===== config.mk =====
export PLATFORM = sky130hd
export DESIGN_NAME = prescaled_event_counter
export DESIGN_NICKNAME = d
export VERILOG_FILES = /design/src/rtl/prescaled_event_counter.sv
export SDC_FILE = /design/constraint.sdc
export NUM_CORES = 1
export LEC_CHECK = 0
export ABC_CLOCK_PERIOD_IN_PS = 3350
export BUFFER_PORTS_ARGS = -buffer_cell sky130_fd_sc_hd__buf_2
export CORE_AREA = 2 2 87 173
export DETAILED_ROUTE_END_ITERATION = 6
export DIE_AREA = 0 0 89 175
export PLACE_DENSITY = 0.76
export REMOVE_ABC_BUFFERS = 1
export SLEW_MARGIN = 10
export SYNTH_ARGS = -nofsm -noshare
export SYNTH_HDL_FRONTEND = slang
export SYNTH_SLANG_ARGS = --single-unit

===== constraint.sdc =====
create_clock -name Clk -period 3.35 [get_ports Clk]
set_clock_uncertainty 0.1 [all_clocks]
set_input_delay 0.1675 -clock Clk [delete_from_list [all_inputs] [get_ports Clk]]
set_output_delay 0.1675 -clock Clk [all_outputs]
set_load 0.05 [all_outputs]

===== src/rtl/prescaled_event_counter.sv =====
// N-channel event counter with per-channel prescaler, wrap/saturate mode,
// sticky overflow and per-channel clear; all outputs come straight from registers.
module prescaled_event_counter #(
    parameter int W  = 64,
    parameter int N  = 2,
    parameter int PW = 4,
    localparam int SW = (N > 1) ? $clog2(N) : 1
) (
    input  logic            Clk,
    input  logic            Reset,
    input  logic            En,
    input  logic [SW-1:0]   Sel,
    input  logic [N-1:0]    Clear,
    input  logic            CfgWe,
    input  logic [SW-1:0]   CfgCh,
    input  logic [PW-1:0]   CfgDiv,
    input  logic            CfgSat,
    output logic [N*W-1:0]  Count,
    output logic [N-1:0]    Ovf,
    output logic [N-1:0]    Tick
);

    typedef struct packed {
        logic [W-1:0] count;
        logic         ovf;
        logic         tick;
    } step_t;

    logic [W-1:0]  count_q [N];
    logic [W-1:0]  count_d [N];
    logic [PW-1:0] pre_q   [N];
    logic [PW-1:0] pre_d   [N];
    logic [PW-1:0] div_q   [N];
    logic [PW-1:0] div_d   [N];
    logic [N-1:0]  sat_q, sat_d;
    logic [N-1:0]  ovf_q, ovf_d;
    logic [N-1:0]  tick_q, tick_d;

    // One count step: increment, or at the top either wrap to 0 or hold.
    function automatic step_t count_step(input logic [W-1:0] cnt,
                                         input logic         sat,
                                         input logic         ovf);
        step_t r;
        r.count = cnt;
        r.ovf   = ovf;
        r.tick  = 1'b0;
        if (cnt != {W{1'b1}}) begin
            r.count = cnt + W'(1);
            r.tick  = 1'b1;
        end else if (!sat) begin
            r.count = '0;
            r.ovf   = 1'b1;
            r.tick  = 1'b1;
        end else begin
            r.ovf   = 1'b1;
        end
        return r;
    endfunction

    always_comb begin
        step_t s;
        s = '0;
        for (int i = 0; i < N; i++) begin
            count_d[i] = count_q[i];
            pre_d[i]   = pre_q[i];
            div_d[i]   = div_q[i];
            sat_d[i]   = sat_q[i];
            ovf_d[i]   = ovf_q[i];
            tick_d[i]  = 1'b0;
            // Clear beats config beats event; the losers are dropped entirely.
            if (Clear[i]) begin
                count_d[i] = '0;
                pre_d[i]   = '0;
                ovf_d[i]   = 1'b0;
            end else if (CfgWe && (CfgCh == SW'(i))) begin
                div_d[i] = CfgDiv;
                sat_d[i] = CfgSat;
                pre_d[i] = '0;
            end else if (En && (Sel == SW'(i))) begin
                if (pre_q[i] == div_q[i]) begin
                    pre_d[i]   = '0;
                    s          = count_step(count_q[i], sat_q[i], ovf_q[i]);
                    count_d[i] = s.count;
                    ovf_d[i]   = s.ovf;
                    tick_d[i]  = s.tick;
                end else begin
                    pre_d[i] = pre_q[i] + PW'(1);
                end
            end
        end
    end

    always_ff @(posedge Clk) begin
        if (Reset) begin
            for (int i = 0; i < N; i++) begin
                count_q[i] <= '0;
                pre_q[i]   <= '0;
                div_q[i]   <= '0;
            end
            sat_q  <= '0;
            ovf_q  <= '0;
            tick_q <= '0;
        end else begin
            for (int i = 0; i < N; i++) begin
                count_q[i] <= count_d[i];
                pre_q[i]   <= pre_d[i];
                div_q[i]   <= div_d[i];
            end
            sat_q  <= sat_d;
            ovf_q  <= ovf_d;
            tick_q <= tick_d;
        end
    end

    for (genvar g = 0; g < N; g++) begin : g_out
        assign Count[g*W +: W] = count_q[g];
    end
    assign Ovf  = ovf_q;
    assign Tick = tick_q;

endmodule


==> run summary <==
Status - completed
DR DRC count - 0
Routed wire per std cell - 19.8 um
Sw frac - 23.1%
PnR Total Power - 3.89 mW
Post-synth EDFFs - 0
Synth top area share - 38.2%
Net load switching power - 897 uW
Area growth from synthesis to layout - 24.0%
Worst-case clock buffer depth - 2
Seq pwr share - 46.2%
Power Density - 400 mW/mm^2
Maximum clock frequency - 336 MHz
CP Class - reg -> reg
IO buf count - 144
Asr flop ratio synth - 0%
Vias in the first global route - 8230
Share of layout cells above drive strength 1 - 20.8%
Crit path max-delay family - simple AND/OR/NAND/NOR gates
Final Hold Viols - 0
Cts bufs inserted - 17
Post-DRT Antenna Nets - 0
Final cycle utilization of the critical path - 88.8%
First-pass GRT wire length - 41800 um
Worst setup margin - 0.374 ns
Synthesized area - 0.00785 mm^2
Pin count of the biggest net entering global routing - 52
Mean Syn Cell Area - 8.16 um^2
Worst VDD drop - 0.000353 V
Ys flop type - dfxtp_1
Cts hold-fix bufs - 8
Minimum clock period - 2.98 ns
CP Launch Type - register
Slew of the pin with the lowest slew margin - 0.834 ns
Yosys warnings - 0
Slew Limit Fails - 0
Core Rows - 62
Worst hold path type - in -> reg
Inserted Diodes - 0
I/O Pins - 145
H-tree depth - 4
Post-Route WL - 26700 um
Drt initial violations - 427
GP Congestion - 0.992
Clock Power Share - 49.6%
Cell variety after synth - 58
Internal power - 2.99 mW
Buf/Inv on CP - 0
CP endpoint kind - register
Final nets - 1159
Core footprint - 0.0143 mm^2
Main area contributors after synthesis - dfxtp_1, a21oi_1, nand4_1
Post-place setup slack - 0.388 ns
Top-count cell post-synth - dfxtp_1
Total global-route track usage - 34.5%
Sink Count - 150
Max cap viols - 0
CP arrival - 3.24 ns
CP max stage delay - 0.73 ns
WP data required - 3.61 ns
Dpl hpwl - 20000 um
Die width - 89 um
Post-CTS Setup Bufs - 0
Comb power frac - 4.3%
Leakage power - 3.41 nW
Sequential cell area fraction in the yosys report - 38.2%
Yosys reg bits - 150
Die area - 0.0156 mm^2
Number of iterations in the first detailed-routing pass - 7
Final setup viols - 0
Worst slew margin - 43.8%
RSZ-0062 raised after global routing - no
Post-CTS sizing - 0
Worst path cell trace - ha_1, nand4_1, or4_1, nor4b_1, nand2_1, or3_1, a21oi_1
Post-synth top cells - dfxtp_1, nor2_1, a21oi_1
Initial antenna violation count - 0
Area leader, netlist - dfxtp_1
Initial Util - 55.0%
Vias - 8758
Min Hold Slack - 0.0642 ns
Worst skew pair latency - 0.43 ns
Slowest CP cell - nor4b_1
DR vias/cell - 6.50
Clock root buffer - clkbuf_16
CTS clk-pin slew, worst paths - 0.06 ns
Final core occ - 68.2%
Chip height - 175 um
Overflow after GRT - 0
CP Max Fanout - 7
Gate Count Post-Synth - 962
CTS tree - built
path summary, 6_finish.rpt:
path | start | slack [ns] | depth (start not counted) | end
worst max-delay path | count_q[0][64]$_SDFFE_PP0P_ | 0.37 | 7 | count_q[0][98]$_SDFFE_PP0P_
worst max register to register | count_q[0][64]$_SDFFE_PP0P_ | 0.37 | 7 | count_q[0][98]$_SDFFE_PP0P_
worst min register to register | count_q[0][63]$_SDFFE_PP0P_ | 0.40 | 2 | count_q[0][63]$_SDFFE_PP0P_
worst min-delay path | Clear[0] | 0.06 | 3 | div_q[0][1]$_SDFFE_PP0P_
cells in the final DEF, fill, tap and decap left out, types with 8 or more instances in the layout:
cell	instances
dfxtp_1	150
inv_1	11
or3_1	39
a21oi_1	77
a2111oi_0	18
nor3_1	25
xnor2_1	37
nor2_1	91
a311oi_1	17
buf_4	45
o31ai_1	16
clkbuf_16	17
nand2_1	74
xor2_1	12
nor4_1	22
buf_2	144
o21ai_0	45
and4_1	16
or4_1	33
nand3_1	51
nand4_1	59
dlygate4sd3_1	8
a211oi_1	11
mux2i_1	11
and3_1	27
kinds of logic after synthesis:
| group | share of synthesized area [%] |
|---|---|
| adders and majority gates | 0.637 |
| AOI/OAI and AO/OA | 18.6 |
| muxes | 1.40 |
| and+or+nand+nor | 33.1 |
| DFF | 38.2 |
| buffers and inverters | 2.49 |
| xor gates and xnor gates | 5.47 |
layout make-up:
cell class	instances	area (um^2)
Multi-Input combinational cell	763	4670
Fill cell	1320	4540
Sequential cell	150	3000
Timing Repair Buffer	199	1180
Clock buffer	21	470
Tap cell	192	240
Clock inverter	11	124
Inverter	11	41.3
worst min-delay path: cells and delay by family:
| kind | cells | cell delay, ns |
|---|---|---|
| buffers and inverters | 1 | 0.14 |
| AOI/OAI and AO/OA | 2 | 0.22 |
metal layers:
metal	wire, um	global-route usage [%]	vias to the layer above
li1	-	-	4081
met4	2040	23.5	0
met5	0	0	-
met2	14400	63.0	420
met3	1470	5.90	141
met1	8750	33.6	4116
state kept, by name (all words and copies together) (netlist names):
signal   flops
Tick         2
count_q    128
Ovf          2
div_q        8
pre_q        8
sat_q        2
power by group through the flow:
stage / logic, mW / registers [mW] / clock network (mW)
global placement: 0.156 / 1.84 / 0
floorplan: 0.0757 / 1.84 / 0
CTS: 0.164 / 1.80 / 1.95
global route: 0.177 / 1.80 / 2.03
finish: 0.167 / 1.80 / 1.93
detailed placement: 0.157 / 1.84 / 0
through the flow:
stage	setup TNS, ns	std cells	cell area [um^2]
after CTS	0	1347	9730
after global placement	0	1307	9060
after floorplan	-92.49	924	7700
after detailed placement	0	1307	9060
final	0	1347	9730
after global routing	0	1347	9730
(Power assumes the default switching activity.)
